`src/rtl/scale_mode_apply_pkg.sv`:
```
// Shared video package: mode encodings, key codes, size shifts, FSM states.
// Helpers map key codes to modes, modes to LEDs and modes to sizes.
package scale_mode_apply_pkg;

  localparam logic [1:0] MODE_QUARTER = 2'd0;
  localparam logic [1:0] MODE_HALF    = 2'd1;
  localparam logic [1:0] MODE_FULL    = 2'd2;

  localparam logic [2:0] KEY_QUARTER = 3'b001;
  localparam logic [2:0] KEY_HALF    = 3'b010;
  localparam logic [2:0] KEY_FULL    = 3'b100;

  localparam int SHIFT_QUARTER = 2;
  localparam int SHIFT_HALF    = 1;
  localparam int SHIFT_FULL    = 0;

  typedef enum logic [1:0] {
    ST_IDLE    = 2'd0,
    ST_PENDING = 2'd1,
    ST_APPLY   = 2'd2
  } state_t;

  function automatic int mode_shift(
    input logic [1:0] m
  );
    case (m)
      MODE_QUARTER: return SHIFT_QUARTER;
      MODE_HALF:    return SHIFT_HALF;
      default:      return SHIFT_FULL;
    endcase
  endfunction

  function automatic logic [11:0] scale_dim(
    input int         full,
    input logic [1:0] m
  );
    return 12'(full >> mode_shift(m));
  endfunction

  function automatic logic [1:0] key_to_mode(
    input logic [2:0] k
  );
    logic [1:0] m;
    m = MODE_FULL;
    unique case (1'b1)
      k[0]:    m = MODE_QUARTER;
      k[1]:    m = MODE_HALF;
      k[2]:    m = MODE_FULL;
      default: m = MODE_FULL;
    endcase
    return m;
  endfunction

  function automatic logic [2:0] mode_to_led(
    input logic [1:0] m
  );
    return 3'b001 << m;
  endfunction

endpackage

```
`src/rtl/scale_mode_apply_sync_edge_det.sv`:
```
// Two-flop synchronizer plus delay flop; registered one-cycle rising pulse.
// Ports: sys_clk, sys_rst_n, din (async level), rise (sync pulse).
module sync_edge_det (
  input  logic sys_clk,
  input  logic sys_rst_n,
  input  logic din,
  output logic rise
);

  logic meta;
  logic sync;
  logic dly;

  always_ff @(posedge sys_clk or negedge sys_rst_n) begin
    if (!sys_rst_n) begin
      meta <= 1'b0;
      sync <= 1'b0;
      dly  <= 1'b0;
      rise <= 1'b0;
    end else begin
      meta <= din;
      sync <= meta;
      dly  <= sync;
      rise <= sync & ~dly;
    end
  end

endmodule

```
`src/rtl/scale_mode_apply.sv`:
```
// Applies key-requested scale mode at the next frame start or on timeout.
// Ports: change_en/vs_in in; mode_idx, sizes, param_load, busy, led out.
module scale_mode_apply
  import scale_mode_apply_pkg::*;
#(
  parameter int H_MAX       = 1280,
  parameter int V_MAX       = 720,
  parameter int TIMEOUT_CYC = 2_500_000,
  parameter int BLINK_CYC   = 12_500_000
) (
  input  logic        sys_clk,
  input  logic        sys_rst_n,
  input  logic [2:0]  change_en,
  input  logic        vs_in,
  output logic [1:0]  mode_idx,
  output logic [11:0] out_h_size,
  output logic [11:0] out_v_size,
  output logic        param_load,
  output logic        busy,
  output logic [2:0]  led
);

  localparam int TW = $clog2(TIMEOUT_CYC + 1);
  localparam int BW = $clog2(BLINK_CYC + 1);
  localparam logic [TW-1:0] T_LAST = TW'(TIMEOUT_CYC - 1);
  localparam logic [BW-1:0] B_LOAD = BW'(BLINK_CYC);

  state_t        state;
  logic [1:0]    target;
  logic [1:0]    tgt_n;
  logic [1:0]    req_mode;
  logic [2:0]    req_held;
  logic          fs;
  logic          go;
  logic          apply_now;
  logic [TW-1:0] t_cnt;
  logic [BW-1:0] b_cnt;

  sync_edge_det u_vs_sync (
    .sys_clk   (sys_clk),
    .sys_rst_n (sys_rst_n),
    .din       (vs_in),
    .rise      (fs)
  );

  // Invalid (non one-hot) codes leave the last valid request in place.
  always_ff @(posedge sys_clk or negedge sys_rst_n) begin
    if (!sys_rst_n) begin
      req_held <= KEY_FULL;
    end else if ($onehot(change_en)) begin
      req_held <= change_en;
    end
  end

  assign req_mode = key_to_mode(req_held);
  assign go       = fs | (t_cnt == T_LAST);

  always_comb begin
    tgt_n = target;
    if (req_mode != mode_idx) tgt_n = req_mode;
  end

  assign apply_now = (state == ST_PENDING)
                   && (req_mode != mode_idx)
                   && go;

  always_ff @(posedge sys_clk or negedge sys_rst_n) begin
    if (!sys_rst_n) begin
      state      <= ST_IDLE;
      target     <= MODE_FULL;
      mode_idx   <= MODE_FULL;
      out_h_size <= 12'(H_MAX);
      out_v_size <= 12'(V_MAX);
      param_load <= 1'b0;
      busy       <= 1'b0;
      t_cnt      <= '0;
    end else begin
      param_load <= 1'b0;
      unique case (state)
        ST_IDLE: begin
          if (req_mode != mode_idx) begin
            state  <= ST_PENDING;
            target <= req_mode;
            busy   <= 1'b1;
            t_cnt  <= '0;
          end
        end
        ST_PENDING: begin
          if (t_cnt != '1) t_cnt <= t_cnt + TW'(1);
          if (req_mode == mode_idx) begin
            state <= ST_IDLE;
            busy  <= 1'b0;
          end else begin
            target <= tgt_n;
            if (go) begin
              state      <= ST_APPLY;
              mode_idx   <= tgt_n;
              out_h_size <= scale_dim(H_MAX, tgt_n);
              out_v_size <= scale_dim(V_MAX, tgt_n);
              param_load <= 1'b1;
            end
          end
        end
        ST_APPLY: begin
          state <= ST_IDLE;
          busy  <= 1'b0;
        end
        default: begin
          state <= ST_IDLE;
          busy  <= 1'b0;
        end
      endcase
    end
  end

  // LED goes dark for BLINK_CYC cycles from each apply, restarting on reapply.
  always_ff @(posedge sys_clk or negedge sys_rst_n) begin
    if (!sys_rst_n) begin
      b_cnt <= '0;
      led   <= KEY_FULL;
    end else if (apply_now) begin
      b_cnt <= B_LOAD;
      led   <= 3'b000;
    end else if (b_cnt != '0) begin
      b_cnt <= b_cnt - BW'(1);
      led   <= (b_cnt > BW'(1)) ? 3'b000 : mode_to_led(mode_idx);
    end else begin
      led   <= mode_to_led(mode_idx);
    end
  end

endmodule

```
`config.mk`:
```
export PLATFORM = sky130hd
export DESIGN_NAME = scale_mode_apply
export DESIGN_NICKNAME = d
export VERILOG_FILES = /design/src/rtl/scale_mode_apply_pkg.sv /design/src/rtl/scale_mode_apply_sync_edge_det.sv /design/src/rtl/scale_mode_apply.sv
export SDC_FILE = /design/constraint.sdc
export NUM_CORES = 1
export LEC_CHECK = 0
export CORE_ASPECT_RATIO = 2
export CORE_MARGIN = 1.5
export CORE_UTILIZATION = 61
export DETAILED_ROUTE_END_ITERATION = 10
export PLACE_DENSITY = 0.9
export REMOVE_ABC_BUFFERS = 1
export SLEW_MARGIN = 40
export SYNTH_ARGS = -nofsm -noshare
export SYNTH_HDL_FRONTEND = slang
export SYNTH_SLANG_ARGS = --single-unit
export TNS_END_PERCENT = 30
```
`constraint.sdc`:
```
create_clock -name sys_clk -period 5.8 [get_ports sys_clk]
set_input_delay 1.16 -clock sys_clk [delete_from_list [all_inputs] [get_ports sys_clk]]
set_output_delay 1.16 -clock sys_clk [all_outputs]
set_load 0.01 [all_outputs]
```
==> impl_metrics.yaml <==
status:
  outcome: "complete, but fails checks"
  violations: "design-rule violations"
routing:
  first_pass_iters: 10
  drc: 4
  drt-initial-drc-count: 266
  vias_per_cell: 6.56
  vias: 3065
  avgRoutedWirePerCell_um: 19.3
  drt_wl_total_mm: 9.00
  drt.antenna.violating_nets: 0
pwr:
  power_uw: 1960
  power.density_nw_per_um2: 453
  p_leak_uw: 0.00178
  ir_drop_mv: 0.346
worst_setup_path:
  cp_top_family: "simple AND/OR/NAND/NOR gates"
  critPathRequiredTime_ns: 6.02
  criticalPathCategory: "reg2reg"
  cp_max_fo: 20
  worstPathCellList: "or4b_2 -> nor4_1 -> a41o_1 -> nand3_1 -> inv_1 -> mux2_2"
  startpoint_type: "flip-flop"
  critPathMaxStageDelay_ns: 0.80
  critical_path_arrival_ns: 3.76
  cp-end-kind: "flip-flop"
  cp_slowest_cell: "inv_1"
  cp_num_buf_inv: 1
timing:
  fmax_mhz: 283
  final_hold_viol_count: 0
  tightest_slew_ns: 0.831
  tns_ns: 0
  setup_ws_ns: 2.27
  hold_ws_ns: 0.358
  fin_crit_sh_pct: 60.9
  period_minus_slack_ns: 3.53
  setup_violations: 0
  max_slew_margin_pct: 44.3
  clock_skew_ns: 0.00670
  slew_viol_final: 0
  rsz0062_at_grt: "false"
synth:
  yosys.area.top_type: "dfrtp_1"
  yosysWarnings: 0
  netlist_instances: 380
  yosysSeqAreaShare_pct: 47.8
  synth-edff-count: 0
  synth_flop_cell: "dfrtp_1"
  yosys-top-cells-area: "dfrtp_1 43%, dfstp_2 5.0%, buf_4 3.7%, nand3_1 3.1%, xnor2_1 3.1%"
  async_flop_share_pct: 100
  synthDistinctLibCells: 55
  netlist_area_um2: 3680
  yosysTopAreaCellShare_pct: 42.8
  ys_seq_elements: 70
  syn_area_per_cell_um2: 9.69
run:
  max-cap-violations: 0
cts:
  cts_hold_buffers: 0
  htreeDepth: 3
  clockBufferDepth: 2
  ctsResizeCount: 0
  cts_tree: "yes"
  cts-buffers-inserted: 9
  clkSlewWorstSetupHoldPaths_ns: 0.06
  cts_root_buffer: "clkbuf_16"
  cts_setup_buffers: 0
  clk_latency_ns: 0.34
  clkSinkCount: 70
cells_and_area:
  num-fill-cells: 381
  final_common_cell: "dfrtp_1"
  num_antenna_cells: 0
  most-common-layout-cells: "63 x dfrtp_1, 29 x nor2_1, 26 x clkdlybuf4s50_1, 25 x nand2_1, 23 x nand3_1"
  nets: 412
  drive_gt1_share_pct: 11.6
  syn_to_final_growth_pct: 17.4
  layout.cells.non_filler: 467
min_path:
  min_path_type: "reg2reg"
global_routing:
  grtUsageTotal_pct: 30.8
  grt_max_degree: 26
  grt_pass1_wl_mm: 15.2
  antenna_found_initial: 0
  grt_pass1_vias: 3136
  overflow: 0
floorplan:
  die_h_um: 113
  io_pins: 37
  dieArea_um2: 6540
  start_util_pct: 64.0
  row_count: 39
  die_w_um: 57.9
  fp.coreArea_um2: 5760
place:
  placed_cells: 451
  place_congestion: 0.973
  preCtsSetupSlack_ns: 2.36
  portBuffers: 27
  hpwlAfterDp_mm: 5.90
sequential cells by signal (all words and copies together), names as in the netlist, 2 cells and up:
name / flops
b_cnt: 24
led: 3
mode_idx: 2
out_h_size: 5
out_v_size: 3
req_held: 2
state: 2
t_cnt: 22
layout make-up:
class                      count  area, um2  share of cell area, %
clock buffer                  10        229                   5.30
timing repair buffer          33        343                   7.93
multi-input combinational    269       1710                   39.6
tap                           61       76.3                   1.77
sequential                    70       1760                   40.7
clock inverter                 6        134                   3.10
inverter                      18       67.6                   1.56
routing by layer:
| layer | up-vias | wire length, um | track usage (%) |
|---|---|---|---|
| li1 | 1386 | - | - |
| met2 | 123 | 5070 | 54.8 |
| met5 | - | 0 | 0 |
| met3 | 28 | 416 | 6.97 |
| met1 | 1528 | 3160 | 33.7 |
| met4 | 0 | 349 | 13.6 |
power by group:
part,switching (uW),leakage [uW],internal (uW)
clock network,204,0.000177,463
registers,122,0.000852,607
logic,304,0.000749,255
cells in the mapped netlist (all sizes together), types with 9 or more instances:
library cell  instances
nand3                23
nor3                  9
nor2                 30
or4                  10
dfrtp                63
inv                  18
o21ai                14
nor2b                 9
nand2                25
xnor2                13
a21oi                17
nor4                 11
or3                  10
buf                  23
kinds of logic after synthesis:
logic type | synth area share (%)
AND/OR/NAND/NOR | 24.5
flip-flops | 47.8
AO/OA/AOI/OAI | 10.7
buffers and inverters | 7.00
XOR/XNOR | 4.76
multiplexers | 3.19
adder cells (fa/ha/maj) | 1.90
other | 0.102
metrics by stage:
step	area [um2]	util [%]
after floorplan	3520	-
after global placement	3900	67.7
after detailed placement	3950	68.6
after CTS	4320	74.9
after global routing	4320	75.1
final	4320	75.1
worst reg2reg max path, delay by kind of cell, from the launching register on:
| family | cells | cell delay [ns] |
|---|---|---|
| buffers and inverters | 1 | 0.80 |
| flip-flops | 1 | 0.43 |
| AND/OR/NAND/NOR | 3 | 1.51 |
| multiplexers | 1 | 0.41 |
| AO/OA/AOI/OAI | 1 | 0.26 |
final timing paths:
path,from,endpoint,slack [ns],depth (start not counted)
worst max register to register,t_cnt[11],out_v_size[5],2.27,6
worst min-delay path,u_vs_sync.meta,u_vs_sync.sync,0.36,0
max in group asynchronous,sys_rst_n,out_v_size[4],4.30,4
worst min register to register,u_vs_sync.meta,u_vs_sync.sync,0.36,0
min in group asynchronous,sys_rst_n,t_cnt[2],0.80,2
worst max-delay path,t_cnt[11],out_v_size[5],2.27,6
(Power assumes the default switching activity.)
